$ cat src/rtl/piso_serializer.sv
// Parallel-in, serial-out transmitter: valid/ready word load, MSB-first
// serial stream advanced by shift_en, with frame start/last markers.
// Optional even-parity bit after the LSB when PISO_PARITY_EN is defined.
module piso_serializer #(
  parameter int unsigned WIDTH = 8
) (
  input  logic             clk,
  input  logic             Rst,
  input  logic             load_valid,
  output logic             load_ready,
  input  logic [WIDTH-1:0] data_in,
  input  logic             shift_en,
  output logic             ser_out,
  output logic             ser_valid,
  output logic             frame_start,
  output logic             frame_last
);

`ifdef PISO_PARITY_EN
  localparam int unsigned FRAME_LEN = WIDTH + 1;
`else
  localparam int unsigned FRAME_LEN = WIDTH;
`endif
  localparam int unsigned CNT_W = $clog2(WIDTH + 1);
  localparam logic [CNT_W-1:0] CNT_TOP = CNT_W'(FRAME_LEN - 1);

  typedef enum logic {
    IDLE  = 1'b0,
    SHIFT = 1'b1
  } state_t;

  state_t               state;
  logic [FRAME_LEN-1:0] sreg;
  logic [CNT_W-1:0]     cnt;
  logic [FRAME_LEN-1:0] load_word;
  logic                 in_shift;
  logic                 cnt_zero;

  // Word as it enters the shift register; parity is fixed at capture time
`ifdef PISO_PARITY_EN
  assign load_word = {data_in, ^data_in};
`else
  assign load_word = data_in;
`endif

  assign in_shift = (state == SHIFT);
  assign cnt_zero = (cnt == '0);

  // Ready in IDLE, or on the last-bit edge so a new frame follows with no gap
  assign load_ready = !in_shift || (cnt_zero && shift_en);

  // Serial outputs decoded straight from state flops; all zero outside a frame
  assign ser_valid   = in_shift;
  assign ser_out     = in_shift && sreg[FRAME_LEN-1];
  assign frame_start = in_shift && (cnt == CNT_TOP);
  assign frame_last  = in_shift && cnt_zero;

  // Load / shift / frame-end sequencing
  always_ff @(posedge clk or negedge Rst) begin
    if (!Rst) begin
      state <= IDLE;
      sreg  <= '0;
      cnt   <= '0;
    end else begin
      case (state)
        IDLE: begin
          if (load_valid) begin
            sreg  <= load_word;
            cnt   <= CNT_TOP;
            state <= SHIFT;
          end
        end
        SHIFT: begin
          if (shift_en) begin
            if (!cnt_zero) begin
              sreg <= {sreg[FRAME_LEN-2:0], 1'b0};
              cnt  <= cnt - CNT_W'(1);
            end else if (load_valid) begin
              sreg <= load_word;
              cnt  <= CNT_TOP;
            end else begin
              state <= IDLE;
            end
          end
        end
        default: state <= IDLE;
      endcase
    end
  end

endmodule

$ cat config.mk
export PLATFORM = sky130hd
export DESIGN_NAME = piso_serializer
export DESIGN_NICKNAME = d
export VERILOG_FILES = /design/src/rtl/piso_serializer.sv
export SDC_FILE = /design/constraint.sdc
export NUM_CORES = 1
export LEC_CHECK = 0
export CAP_MARGIN = 10
export CORE_MARGIN = 2
export CORE_UTILIZATION = 41
export CTS_CLUSTER_DIAMETER = 40
export CTS_CLUSTER_SIZE = 25
export DETAILED_ROUTE_END_ITERATION = 8
export DONT_BUFFER_PORTS = 1
export PLACE_DENSITY = 0.52
export SLEW_MARGIN = 20
export SYNTH_ARGS = -nofsm -noshare
export SYNTH_HDL_FRONTEND = slang
export SYNTH_SLANG_ARGS = --single-unit
$ cat constraint.sdc
create_clock -name clk -period 2 [get_ports clk]
set_clock_uncertainty 0.15 [all_clocks]
set_input_delay 0.1 -clock clk [delete_from_list [all_inputs] [get_ports clk]]
set_output_delay 0.1 -clock clk [all_outputs]
set_load 0.1 [all_outputs]
==> run summary, run 1 <==
Least-Margin Pin Slew: 595 ps
status: completed
setup ws final: 101 ps
final WL: 1480 microns
f_max: 527 MHz
critical path data required time: 1750 ps
#FFs+latches synth: 13
Setup crit end kind: output port
fin. max-slew vios: 0
Slowest cell on crit path: dfrtp_1
Chip Width: 47.4 microns
n_diodes: 0
DIE AREA: 2250 sq um
setup violators final: 0
period utilisation layout: 0.949
cell area after synthesis: 773 sq um
vias per cell: 5.36
Initial Utilization: 0.443
Rel. slew slack: 0.602
critical path fanouts, max: 5
clock-pin slew on the worst setup and hold paths: 80 ps
fraction of layout cells with a size suffix above 1: 0.378
unrepaired setup endpoints after global routing: no
Nets: 97
Remaining DRCs: 0
Leakage Power: 0.413 nW
CTS Root Cell: clkbuf_4
Die Span Y: 47.4 microns
Cell variety after synth: 29
Avg WL per Cell: 13.8 microns
xor/xnor cell area share of the yosys netlist: 0
Synth async-reset ratio: 1.00
total track usage: 0.158
DR vias: 573
initial antenna violation count: 0
VDD IR-drop max: 0.000625 V
first-pass GRT wire length: 2490 microns
setup TNS: 0 ps
TritonCTS Buffers: 3
TritonRoute pass-1 iters: 4
pre-CTS WS: 132 ps
Compound-Gate Fraction of Synth Area: 0.231
Layout Area Growth over Synthesis: 32.5%
Gate Count Post-Synth: 64
syn_area_per_cell: 12.1 sq um
row cnt: 15
crit path DAT: 1650 ps
initial drt markers: 4
largest net degree at the start of global routing: 14
IO Pins: 17
type of origin of the critical path: flip-flop
Setup Crit Path Kind: reg -> out
main combinational cell family by area after synthesis: simple AND/OR/NAND/NOR gates
Buf/Inv on CP: 2
routability cong.: 0.763
Post-Synth Adder-Cell Area: 0.0324
Clock Latency Late Sink: 260 ps
GRT overflow: 0
PortBufs: 0
CP delay by family, top: simple AND/OR/NAND/NOR gates
Power Total: 1.45 mW
Final HPWL DP: 1050 microns
max_cap viols: 0
# H-tree levels: 1
Routed Antenna Nets: 0
number of enable flip-flop cells after synthesis: 0
simple logic cell fraction of the synthesized area: 0.236
Tmin final: 1900 ps
Top FF cell, synth: dfrtp_1
Syn Nets: 78
Max Buffers Root-to-Sink: 2
Critical Path, Cell by Cell: inv_1 -> ha_4 -> or3b_4 -> nor2_4 -> buf_12
Num Clock Sinks: 13
TritonCTS clock tree: built
mux cell area share after synthesis: 0.0129
number of synthesis warnings: 0
sequential fraction of the synthesis area: 0.421
power density cells: 1420 nW/um^2
core box area: 1750 sq um
vias in the first global route: 541
Fin. Hold Viols: 0
CP peak stage delay: 420 ps
Hold Path Class: in -> reg
## stage by stage
| step | hold WS, ps | cells | utilization | cell area (sq um) |
|---|---|---|---|---|
| finish | 71.8 | 107 | 0.587 | 1020 |
| floorplan | -346 | 64 | - | 796 |
| CTS | 55.7 | 107 | 0.581 | 1010 |
| detailed placement | -345 | 91 | 0.496 | 866 |
| global route | 116 | 107 | 0.587 | 1020 |
| global placement | -345 | 91 | 0.496 | 866 |
## power breakdown
part	switching [mW]	leakage (nW)	internal [mW]
clock network	0.0826	0.0150	0.0770
logic	0.438	0.253	0.369
registers	0.114	0.145	0.372
total	0.634	0.413	0.818
## final cells by class
type	instances	area (sq um)
fill	156	721
tap	25	31.3
multi-input combinational	44	433
inverter	4	15.0
sequential	13	327
timing repair buffer	17	193
clock buffer	4	26.3
## per-layer routing
layer | vias up | share of wire | wire length, microns | track usage
li1 | 276 | - | - | -
met1 | 280 | 0.46 | 680 | 0.238
met2 | 13 | 0.49 | 723 | 0.235
met3 | 4 | 0.038 | 56 | 0.0226
met4 | 0 | 0.0095 | 14 | 0.0444
met5 | - | 0 | 0 | 0
## synth_stat cells, types with 2 or more instances
cell type / n / share of area
and2_1: 2 / 0.016
ha_1: 2 / 0.032
nand2b_1: 3 / 0.024
o21ai_0: 2 / 0.013
nor3_1: 2 / 0.013
nand3b_1: 7 / 0.068
o221a_2: 6 / 0.087
a21oi_1: 2 / 0.013
nand2_1: 3 / 0.015
inv_1: 4 / 0.019
dfrtp_1: 13 / 0.42
## cell usage in the layout (no fill, tap or decap), types with 2 or more instances in the layout
| cell | Yosys | layout |
|---|---|---|
| dfrtp_1 | 13 | 12 |
| dlygate4sd3_1 | 0 | 11 |
| nand3b_1 | 7 | 7 |
| o221a_2 | 6 | 6 |
| inv_1 | 4 | 3 |
| nand2_1 | 3 | 3 |
| clkbuf_4 | 0 | 3 |
| buf_12 | 1 | 3 |
| buf_4 | 0 | 3 |
| and2_1 | 2 | 2 |
| nand2b_1 | 3 | 2 |
| o21ai_0 | 2 | 2 |
| a21oi_1 | 2 | 2 |
## path summary, 6_finish.rpt
check / slack, ps / from / end / depth (start not counted)
worst max-delay path: 100 / cnt[1] / frame_last / 5
worst min-delay path: 70 / load_valid / sreg[0] / 3
worst max register to register: 240 / cnt[1] / cnt[1] / 6
worst min register to register: 370 / sreg[0] / sreg[0] / 2
max in group asynchronous: 1160 / Rst / ser_valid / 1
min in group asynchronous: 120 / Rst / sreg[7] / 1
## what timing repair did
item	CTS	global route
pin swaps	0	0
setup buffers	1	0
cloned	0	0
hold buffers	11	0
gates resized for setup	2	2
endpoints found under the setup margin	1	1
endpoints found under the hold margin	24	0
## worst min-delay path: cells and delay by family
family	cells	cell delay [ps]
mux	1	100
compound gates	2	240
## sequential cells by signal, indices dropped and copies added, names as in the netlist
name	count
sreg	8
cnt	4
ser_valid	1
## logic make-up after synthesis
group / Yosys count
simple gates: 24
compound gates: 17
flops: 13
buf+inv: 7
fa+ha+maj: 2
mux: 1
Note: power is estimated with default switching activity, not from simulation.
==> run 2: changes to the inputs <==
- CORE_ASPECT_RATIO: unset -> 1.4
- MAX_ROUTING_LAYER: unset -> met4
==> run 2 against run 1 <==
Against the previous run:
- clock-buffer cell count stayed put
- hold slack better by 2.7 ps
- largest power group unchanged
- first-iteration DRC count grew 50%
- global-route usage increased by 0.52 points
- via count up 1.6%
- cell count decreased by 4.7%
- maximum frequency down 2.7%
- critical path type unchanged
- register-to-register slack lost 40 ps
- total power rose by 0.29%
- setup slack got worse by 52 ps
- clock power up 2%
==> run summary, run 2 (synthesized netlist as in run 1, its figures left out) <==
status: completed
Max Buffers Root-to-Sink: 2
critical path data required time: 1750 ps
Setup Crit Path Kind: reg -> out
vias per cell: 5.71
setup ws final: 49.5 ps
largest net degree at the start of global routing: 14
Initial Utilization: 0.435
vias in the first global route: 559
final WL: 1670 microns
Hold Path Class: in -> reg
initial antenna violation count: 0
row cnt: 18
DR vias: 582
first-pass GRT wire length: 2450 microns
Critical Path Stages: 5
IO Pins: 17
CP delay by family, top: simple AND/OR/NAND/NOR gates
# H-tree levels: 1
core box area: 1780 sq um
Remaining DRCs: 0
max reg flops: 8
Slowest cell on crit path: dfrtp_1
f_max: 513 MHz
Buf/Inv on CP: 2
type of origin of the critical path: flip-flop
setup violators final: 0
critical path fanouts, max: 5
GRT overflow: 0
TritonCTS clock tree: built
most common cell after layout, fill and taps aside: dfrtp_1
routability cong.: 0.743
CTS Root Cell: clkbuf_4
commonest cells after routing, fill and taps aside: dfrtp_1 (12), dlygate4sd3_1 (11), nand3b_1 (7)
DIE AREA: 2250 sq um
Largest Register: sreg
n_diodes: 0
R2R cell count: 6
Leakage Power: 0.414 nW
placed instance area: 860 sq um
Setup crit end kind: output port
Die Span Y: 55.4 microns
Power Total: 1.46 mW
PortBufs: 0
Reg-to-Reg End: cnt[1]
Least-Margin Pin Slew: 596 ps
VDD IR-drop max: 0.000769 V
setup TNS: 0 ps
TritonCTS Buffers: 3
period utilisation layout: 0.975
Rel. slew slack: 0.601
unrepaired setup endpoints after global routing: no
Chip Width: 40.7 microns
CP peak stage delay: 410 ps
hold endpoint: cnt[0]
clock-pin slew on the worst setup and hold paths: 80 ps
Design Area, Final: 1020 sq um
Final HPWL DP: 1140 microns
total track usage: 0.163
crit path DAT: 1700 ps
fin. max-slew vios: 0
max_cap viols: 0
hold depth: 3
worst flop-to-flop path startpoint: cnt[0]
r2r setup slk: 200 ps
Tmin final: 1950 ps
Clock Latency Late Sink: 280 ps
pre-CTS WS: 152 ps
Critical Path, Cell by Cell: inv_1 -> ha_4 -> or3b_4 -> nor2_4 -> buf_12
power density cells: 1430 nW/um^2
Hold Path Origin: load_valid
Routed Antenna Nets: 0
Nets: 97
initial drt markers: 6
Avg WL per Cell: 16.3 microns
Layout Area Growth over Synthesis: 31.7%
Num Clock Sinks: 13
fraction of layout cells with a size suffix above 1: 0.366
TritonRoute pass-1 iters: 4
Fin. Hold Viols: 0
run 2: cell counts in the layout (fill, tap and decap cells not counted):
Identical to the previous run, type by type.
run 2: how the worst max path moves through the flow:
stage,startpoint,endpoint,slack (ps)
final,cnt[0],frame_last,50
after global routing,cnt[0],frame_last,0.2
after CTS,cnt[0],frame_last,8
after detailed placement,cnt[0],frame_last,150
after global placement,cnt[0],frame_last,170
after floorplan,ser_valid,frame_start,-120
run 2: cell type report:
type | count | area [sq um]
clock buffer | 4 | 26.3
fill | 158 | 761
inverter | 4 | 15.0
multi-input combinational | 44 | 433
sequential | 13 | 327
tap | 20 | 25.0
timing repair buffer | 17 | 193
run 2: worst register-to-register path: stages, from the launching register on:
cell       delay, ps
dfrtp_1          410
inv_1            140
ha_4             180
or3b_4           400
buf_4            180
and2_4           150
a2bb2oi_2        130
run 2: layer usage:
layer  track usage  vias up  wire [microns]
li1              -      275               -
met3        0.0241        4              45
met5             -        -               0
met2         0.247        9             906
met1         0.190      294             669
met4         0.100        0              46
run 2: where the power goes:
group | leakage [nW] | switching (mW) | internal [mW] | total (mW)
clock network | 0.0150 | 0.0866 | 0.0774 | 0.164
logic | 0.254 | 0.444 | 0.366 | 0.810
registers | 0.145 | 0.110 | 0.372 | 0.482
run 2: metrics by stage:
step,instances,utilization,hold slack (ps)
2_1_floorplan,64,-,-346
3_3_place_gp,86,0.483,-345
3_5_place_dp,86,0.483,-345
4_1_cts,102,0.565,57.1
5_1_grt,102,0.572,90.7
6_report,102,0.572,74.4
run 2: timing repair:
action                                  4_1_cts  5_1_grt
endpoints found under the setup margin        1        1
endpoints found under the hold margin        24        0
setup buffers                                 1        0
gates resized for setup                       1        2
hold buffers                                 11        0
==> run 3: changes to the inputs <==
- REMOVE_ABC_BUFFERS: unset -> 1
==> run 3 against run 2 <==
Against the previous run:
- clock-buffer cell count is the same
- final area shrank 0.12%
- combinational power up 1%
- routed wire length fell by 0.60%
- via count fell by 1.7%
- setup slack gained 30 ps
- register-to-register slack improved by 40 ps
- maximum frequency grew 1.6%
- global-route usage is 2.0 points higher
- critical path depth stayed put
- total power increased by 0.69%
- critical endpoint unchanged
==> run summary, run 3 (synthesized netlist as in run 1, its figures left out) <==
status: completed
IO Pins: 17
vias in the first global route: 567
Routed Antenna Nets: 0
Leakage Power: 0.422 nW
Remaining DRCs: 0
final WL: 1660 microns
Fin. Hold Viols: 0
Hold Path Class: in -> reg
fraction of layout cells with a size suffix above 1: 0.354
core box area: 1780 sq um
crit path to: frame_last
met1 usage: 0.216
Least-Margin Pin Slew: 620 ps
Layout Area Growth over Synthesis: 31.6%
TritonCTS Buffers: 3
r2r setup slk: 240 ps
VDD IR-drop max: 0.000879 V
initial drt markers: 16
commonest cells after routing, fill and taps aside: dfrtp_1 (13), dlygate4sd3_1 (11), nand3b_1 (7)
Rel. slew slack: 0.585
period utilisation layout: 0.960
row cnt: 18
f_max: 521 MHz
Largest Register: sreg
setup violators final: 0
Tmin final: 1920 ps
TritonCTS clock tree: built
dpl cells: 86
routability cong.: 0.779
Nets: 97
GRT overflow: 0
crit path DAT: 1670 ps
Fin Hold WS: 37.4 ps
initial antenna violation count: 0
vias per cell: 5.61
total track usage: 0.183
power density cells: 1440 nW/um^2
DR vias: 572
Most Used Layer, Global Route: met2
Worst Setup SP: cnt[1]
met3 Use GR: 0.0482
CTS Root Cell: clkbuf_4
met2 GRT Util: 0.270
first-pass GRT wire length: 2690 microns
# H-tree levels: 1
Clock Latency Late Sink: 270 ps
final non-filler cell total: 102
unrepaired setup endpoints after global routing: no
Avg WL per Cell: 16.2 microns
Setup Crit Path Kind: reg -> out
critical path fanouts, max: 5
clock-pin slew on the worst setup and hold paths: 80 ps
fin. max-slew vios: 0
max reg flops: 8
DIE AREA: 2250 sq um
Die Span Y: 55.4 microns
R2R cell count: 6
Setup crit end kind: output port
Initial Utilization: 0.435
worst flop-to-flop path startpoint: cnt[1]
largest net degree at the start of global routing: 14
Num Clock Sinks: 13
type of origin of the critical path: flip-flop
Reg-to-Reg End: cnt[1]
Max Buffers Root-to-Sink: 2
max_cap viols: 0
n_diodes: 0
critical path data required time: 1750 ps
Final HPWL DP: 1120 microns
PortBufs: 0
most common cell after layout, fill and taps aside: dfrtp_1
Chip Width: 40.7 microns
TritonRoute pass-1 iters: 4
run 3: final cells by class:
| type | instances | area (sq um) |
|---|---|---|
| repair buffers | 17 | 201 |
| multi-input cells | 44 | 424 |
| clock buffers | 4 | 26.3 |
| flip-flops and latches | 13 | 325 |
| inverters | 4 | 15.0 |
| well taps | 20 | 25.0 |
| fillers | 148 | 762 |
run 3: power breakdown:
group	internal (mW)	switching (mW)	leakage, nW
registers	0.372	0.113	0.146
logic	0.383	0.437	0.261
clock network	0.0773	0.0853	0.0150
run 3: routing by layer:
layer	vias up	part of all wire
met1	278	0.41
met4	0	0.011
li1	279	-
met5	-	0
met2	13	0.55
met3	2	0.029
run 3: worst max-delay path, stage by stage, from the launching register on:
cell and delay (ps):
dfrtp_1 430, inv_1 110, ha_4 160, or3b_4 410, nor2_4 110, buf_12 180
run 3: metrics by stage:
stage	instance area (sq um)	setup WS, ps	total power, mW	setup TNS [ps]	util
after floorplan	737	-1730	1.02	-3490	-
after global placement	850	143	1.23	0	0.477
after detailed placement	850	111	1.23	0	0.477
after CTS	1010	12.2	1.45	0	0.566
after global routing	1020	15.9	1.56	0	0.572
final	1020	79.7	1.47	0	0.572
run 3: worst min path at each step:
stage	from	end	slack, ps	cells past startpoint
after global routing	load_valid	sreg[0]	100	3
final	load_valid	sreg[0]	40	3
after global placement	Rst	sreg[2]	-350	0
after detailed placement	Rst	sreg[2]	-350	0
after floorplan	Rst	cnt[0]	-350	0
after CTS	load_valid	sreg[0]	40	3
run 3: repair_timing:
action,in CTS,in global routing
setup buffers,1,0
endpoints found under the hold margin,24,0
resized for setup,4,2
hold buffers,11,0
setup endpoints to repair,2,2
